$ cat config.mk
export PLATFORM = sky130hd
export DESIGN_NAME = dmem_port_arbiter
export DESIGN_NICKNAME = d
export VERILOG_FILES = /design/src/rtl/dmem_port_arbiter.sv
export SDC_FILE = /design/constraint.sdc
export NUM_CORES = 1
export LEC_CHECK = 0
export CAP_MARGIN = 5
export CORE_AREA = 4 4 107 109
export DETAILED_ROUTE_END_ITERATION = 16
export DIE_AREA = 0 0 111 113
export HOLD_SLACK_MARGIN = 0.05
export MAX_ROUTING_LAYER = met4
export PLACE_DENSITY = 0.79
export RECOVER_POWER = 50
export SYNTH_ARGS = -nofsm -noshare
export SYNTH_HDL_FRONTEND = slang
export SYNTH_SLANG_ARGS = --single-unit
$ cat constraint.sdc
create_clock -name clk -period 2.7 [get_ports clk]
set_input_delay 0.27 -clock clk [delete_from_list [all_inputs] [get_ports clk]]
set_output_delay 0.27 -clock clk [all_outputs]
set_load 0.02 [all_outputs]
$ cat src/rtl/dmem_port_arbiter.sv
`default_nettype none
// ============================================================================
// Module   : dmem_port_arbiter
// Purpose  : Two-port arbiter in front of a single-port data RAM. Port 0
//            (pipeline MEM stage) has priority. Port 1 (loader/debug/DMA) wins
//            once it has been refused STARVE_LIMIT cycles in a row. Grant is
//            combinational, and the RAM is accessed in the grant cycle. Read
//            data returns registered one cycle later.
// Options  : DMEM_ARB_STATS_EN adds conflict/starvation counters and a
//            synchronous clear input for them.
// Revision : 1.0 - initial release
// ============================================================================
module dmem_port_arbiter #(
    parameter int DW           = 32,
    parameter int AW           = 24,
    parameter int DEPTH        = 128,
    parameter int STARVE_LIMIT = 4
) (
    input  logic          clk,
    input  logic          clear,
    input  logic          req0,
    input  logic          wr0,
    input  logic [AW-1:0] addr0,
    input  logic [DW-1:0] wdata0,
    output logic          gnt0,
    output logic          rvalid0,
    output logic [DW-1:0] rdata0,
    output logic          stall0,
    input  logic          req1,
    input  logic          wr1,
    input  logic [AW-1:0] addr1,
    input  logic [DW-1:0] wdata1,
    output logic          gnt1,
    output logic          rvalid1,
    output logic [DW-1:0] rdata1,
    output logic          err,
    output logic          ram_wr,
    output logic          ram_rd,
    output logic [AW-1:0] ram_addr,
    output logic [DW-1:0] ram_wdata,
    input  logic [DW-1:0] ram_rdata
`ifdef DMEM_ARB_STATS_EN
    ,
    input  logic          stats_clr,
    output logic [15:0]   conflict_cnt,
    output logic [15:0]   starve_cnt
`endif
);

    localparam logic [7:0]  c_STARVE_LIMIT = 8'(STARVE_LIMIT);
    localparam logic [AW:0] c_DEPTH        = (AW+1)'(DEPTH);

    logic [7:0]    wait_cnt_q, wait_cnt_d;
    logic          force1;
    logic          any_gnt;
    logic          sel_wr;
    logic [AW-1:0] sel_addr;
    logic [DW-1:0] sel_wdata;
    logic          in_range;
    logic [DW-1:0] rd_data_d;
    logic          rvalid0_q, rvalid1_q, err_q;
    logic [DW-1:0] rdata0_q, rdata1_q;

    // Arbitration: port 0 wins unless port 1 has waited long enough.
    // Grants are held low while clear is asserted.
    always_comb begin
        force1 = req1 & (wait_cnt_q == c_STARVE_LIMIT);
        gnt1   = clear & req1 & (~req0 | force1);
        gnt0   = clear & req0 & ~gnt1;
        stall0 = req0 & ~gnt0;
    end

    // Steer the granted port onto the RAM and qualify enables by address range
    always_comb begin
        sel_wr    = 1'b0;
        sel_addr  = '0;
        sel_wdata = '0;
        if (gnt0) begin
            sel_wr    = wr0;
            sel_addr  = addr0;
            sel_wdata = wdata0;
        end else if (gnt1) begin
            sel_wr    = wr1;
            sel_addr  = addr1;
            sel_wdata = wdata1;
        end
        any_gnt   = gnt0 | gnt1;
        in_range  = ({1'b0, sel_addr} < c_DEPTH);
        ram_wr    = any_gnt & sel_wr & in_range;
        ram_rd    = any_gnt & ~sel_wr & in_range;
        ram_addr  = sel_addr;
        ram_wdata = sel_wdata;
        // Out-of-range reads return zero instead of whatever the RAM drives
        rd_data_d = in_range ? ram_rdata : '0;
    end

    // Starvation counter next state: counts refused cycles, saturating
    always_comb begin
        wait_cnt_d = wait_cnt_q;
        if (gnt1 | ~req1) begin
            wait_cnt_d = '0;
        end else if (wait_cnt_q < c_STARVE_LIMIT) begin
            wait_cnt_d = wait_cnt_q + 8'd1;
        end
    end

    // State registers: wait counter, read-return path and error pulse
    always_ff @(posedge clk or negedge clear) begin
        if (!clear) begin
            wait_cnt_q <= '0;
            rvalid0_q  <= 1'b0;
            rvalid1_q  <= 1'b0;
            rdata0_q   <= '0;
            rdata1_q   <= '0;
            err_q      <= 1'b0;
        end else begin
            wait_cnt_q <= wait_cnt_d;
            rvalid0_q  <= gnt0 & ~wr0;
            rvalid1_q  <= gnt1 & ~wr1;
            err_q      <= any_gnt & ~in_range;
            if (gnt0 & ~wr0) begin
                rdata0_q <= rd_data_d;
            end
            if (gnt1 & ~wr1) begin
                rdata1_q <= rd_data_d;
            end
        end
    end

    assign rvalid0 = rvalid0_q;
    assign rvalid1 = rvalid1_q;
    assign rdata0  = rdata0_q;
    assign rdata1  = rdata1_q;
    assign err     = err_q;

`ifdef DMEM_ARB_STATS_EN
    logic [15:0] conflict_cnt_q, starve_cnt_q;

    // Saturating contention/starvation statistics with synchronous clear
    always_ff @(posedge clk or negedge clear) begin
        if (!clear) begin
            conflict_cnt_q <= '0;
            starve_cnt_q   <= '0;
        end else if (stats_clr) begin
            conflict_cnt_q <= '0;
            starve_cnt_q   <= '0;
        end else begin
            if (req0 & req1 & (conflict_cnt_q != 16'hFFFF)) begin
                conflict_cnt_q <= conflict_cnt_q + 16'd1;
            end
            if (gnt1 & force1 & (starve_cnt_q != 16'hFFFF)) begin
                starve_cnt_q <= starve_cnt_q + 16'd1;
            end
        end
    end

    assign conflict_cnt = conflict_cnt_q;
    assign starve_cnt   = starve_cnt_q;
`endif

endmodule
`default_nettype wire
==> flow_summary.ini <==
[cells_and_area]
stdcell_count = 703
drive_gt1_share_pct = 17.41
seq_area_um2 = 1877
area_growth_syn_to_layout_pct = 81.86
fillers = 907
fin_nets = 710
multiInputGateArea_um2 = 1428
n_antenna_cell = 0

[cts]
clock_path_buffers = 2
hold_buffers = 0
cts_sinks = 75
htree_levels = 3
clockRootBuffer = clkbuf_8
numCtsBuffers = 9
clk_pin_slew_ns = 0.08
cts_tree = done
clock_latency_ns = 0.34

[yosys]
ys_types = 31
syn_inst = 279
ys_ff_latch = 75
yosys-top-cells-count = a22o_1 (121), dfrtp_1 (75), buf_2 (11)
netlist_area_um2 = 3497
ys_seq_area_share_pct = 53.67
ys.flop_type = dfrtp_1
synth_edf_count = 0
yosys_warnings = 0
synthTopCellsByArea = dfrtp_1 (54%), a22o_1 (30%), buf_6 (2.9%), buf_2 (1.6%), nor4_1 (1.1%)
syn-num-nets = 431
synth_top_area_cell = dfrtp_1
yosysMostFrequentCell = a22o_1
syn_avg_cell_area_um2 = 12.53
async_flop_share_pct = 100.0
yosysTopAreaCellShare_pct = 53.67

[outcome]
violations = max-capacitance violations, max-slew violations
outcome = finished with violations

[global_routing]
use_met1_pct = 29.70
globalRouteMet2Util_pct = 38.27
antenna_found_initial = 0
grt_start_max_net_pins = 77
busiest_layer = met2
grt_usage_pct = 23.51
grt-ovfl-total = 0
grt_pass1_vias = 4013
grt_pass1_wl_um = 22350
grt.met3_usage_pct = 5.455

[sta]
max-slew-margin-rel_pct = -22.86
final_hold_viol_count = 0
fmax_ghz = 0.3814
rsz0062_at_grt = true
slew_viol_final = 77
period_needed_ns = 2.622
tightest_slew_ns = 1.843
setup_viol_count_final = 0
final.period_utilization_pct = 97.12
finalClockSkew_ns = 0.008850

[drt]
drc_errors = 0
post_drt_wl_per_cell_um = 20.99
vias_per_cell = 5.294
initialDrtViolationCount = 195
first_pass_iters = 5
vias = 3722
ant_nets = 0
postRouteWirelength_um = 14750

[setup_path]
cp_top_family = simple AND/OR/NAND/NOR gates
worstPathCellList = nor4b_1, a21o_1, and2_2, buf_12, a22o_1, dlygate4sd2_1
cp_max_fo = 32
path_buf_inv = 2
worstSetupEndpointType = primary output
critPathSlowestCell = nor4b_1
cp.arrival_ns = 2.35
critical_path_class = flip-flop to primary output
max_stage_delay_ns = 0.51
crit_required_ns = 2.43
crit_path_start_kind = flip-flop

[worst_hold_path]
hp-class = flip-flop to flip-flop

[power_and_ir_drop]
clkPwrFrac_pct = 33.7
p_leak_nw = 3.071
powerDensity_nw_per_um2 = 401.6
p_sw_mw = 0.6908
combinationalPowerShare_pct = 22.0
p_int_mw = 1.863
irDropWorstVdd_uv = 203.3
seq_power_share_pct = 44.3
power.total_mw = 2.554
swShare_pct = 27.05

[place]
detailed_place_hpwl_um = 11560
placed_cells = 685
io_buffer_count = 277
routabilityCongestion = 0.8780

[floorplanning]
die-area_um2 = 12540
ios = 278
row_count = 38
initial_utilization_pct = 32.98
fp.dieH_um = 113
die_x_um = 111
core_area_um2 = 10600

[flow_run]
maxCapViolCount = 1
## final timing paths
path / slack, ns / end / start / depth (start not counted)
setup / recovery: 0.08 / ram_addr[2] / wait_cnt_q[7]$_DFFE_PN0P_ / 6
hold / removal: 0.50 / rdata1[7]$_DFFE_PN0P_ / rdata1[7]$_DFFE_PN0P_ / 1
setup reg to reg: 0.59 / rdata1[16]$_DFFE_PN0P_ / wait_cnt_q[7]$_DFFE_PN0P_ / 6
hold reg to reg: 0.50 / rdata1[7]$_DFFE_PN0P_ / rdata1[7]$_DFFE_PN0P_ / 1
max in group asynchronous: 0.93 / rdata1[31]$_DFFE_PN0P_ / clear / 2
min in group asynchronous: 0.65 / wait_cnt_q[6]$_DFFE_PN0P_ / clear / 2
## placed cells by master (no fill, tap or decap), types with 3 or more instances in the layout
master / instances
nand2_1: 5
inv_1: 4
dfrtp_1: 75
buf_12: 3
and3_1: 5
clkbuf_2: 56
dlygate4sd2_1: 3
dlygate4sd3_1: 35
clkdlybuf4s50_1: 180
nor4_1: 6
a22o_1: 121
buf_4: 16
nor2b_1: 3
clkbuf_8: 9
nor2_1: 6
## through the flow
stage | TNS, ns | hold WS (ns) | utilization (%) | worst slack [ns] | instance area [um^2]
finish | 0 | 0.5014 | 59.98 | 0.07775 | 6360
global route | -0.07960 | 0.5159 | 59.98 | -0.07960 | 6360
CTS | 0 | 0.2278 | 61.86 | 0.02494 | 6559
detailed placement | -0.1671 | 0.4898 | 60.60 | -0.1671 | 6425
global placement | -0.1846 | 0.4877 | 60.60 | -0.1846 | 6425
floorplan | 0 | -0.02559 | - | 0.5763 | 3497
## metal layers
layer  up-vias  wire [um]
met1      1834       6098
met5         -          0
met3        24       1055
met2       187       7322
met4         0        278
li1       1677          -
## power by group through the flow
stage | sequential [mW] | combinational, mW | clock, mW
5_1_grt | 1.13 | 0.596 | 0.943
4_1_cts | 1.13 | 0.576 | 0.890
3_3_place_gp | 1.15 | 0.602 | 0
3_5_place_dp | 1.15 | 0.612 | 0
2_1_floorplan | 1.16 | 0.190 | 0
6_report | 1.13 | 0.561 | 0.862
## cell families (layout without fill, tap and decap cells)
family | Yosys count | count (layout) | synth area share [%]
AO/OA/AOI/OAI | 127 | 127 | 31.52
AND/OR/NAND/NOR | 41 | 41 | 7.585
multiplexers | 1 | 1 | 0.2862
adder cells (fa/ha/maj) | 2 | 2 | 0.7154
buffers and inverters | 32 | 316 | 5.975
flip-flops | 75 | 75 | 53.67
XOR/XNOR | 1 | 1 | 0.2505
## sequential cells by signal (all words and copies together), names as in the netlist
| register | flops |
|---|---|
| rvalid0 | 1 |
| rvalid1 | 1 |
| err | 1 |
| rdata1 | 32 |
| wait_cnt_q | 8 |
| rdata0 | 32 |
## cell type report
cell class,instances,share of cell area [%]
repair buffers,296,41.92
flip-flops and latches,75,29.51
multi-input cells,172,22.45
well taps,140,2.754
clock buffers,9,1.948
clock inverters,7,1.180
inverters,4,0.2361
## what timing repair did
action,in CTS,in global routing
setup endpoints to repair,58,57
pin swaps,0,0
resized for setup,58,112
buffers inserted,1,1
(Power assumes the default switching activity.)
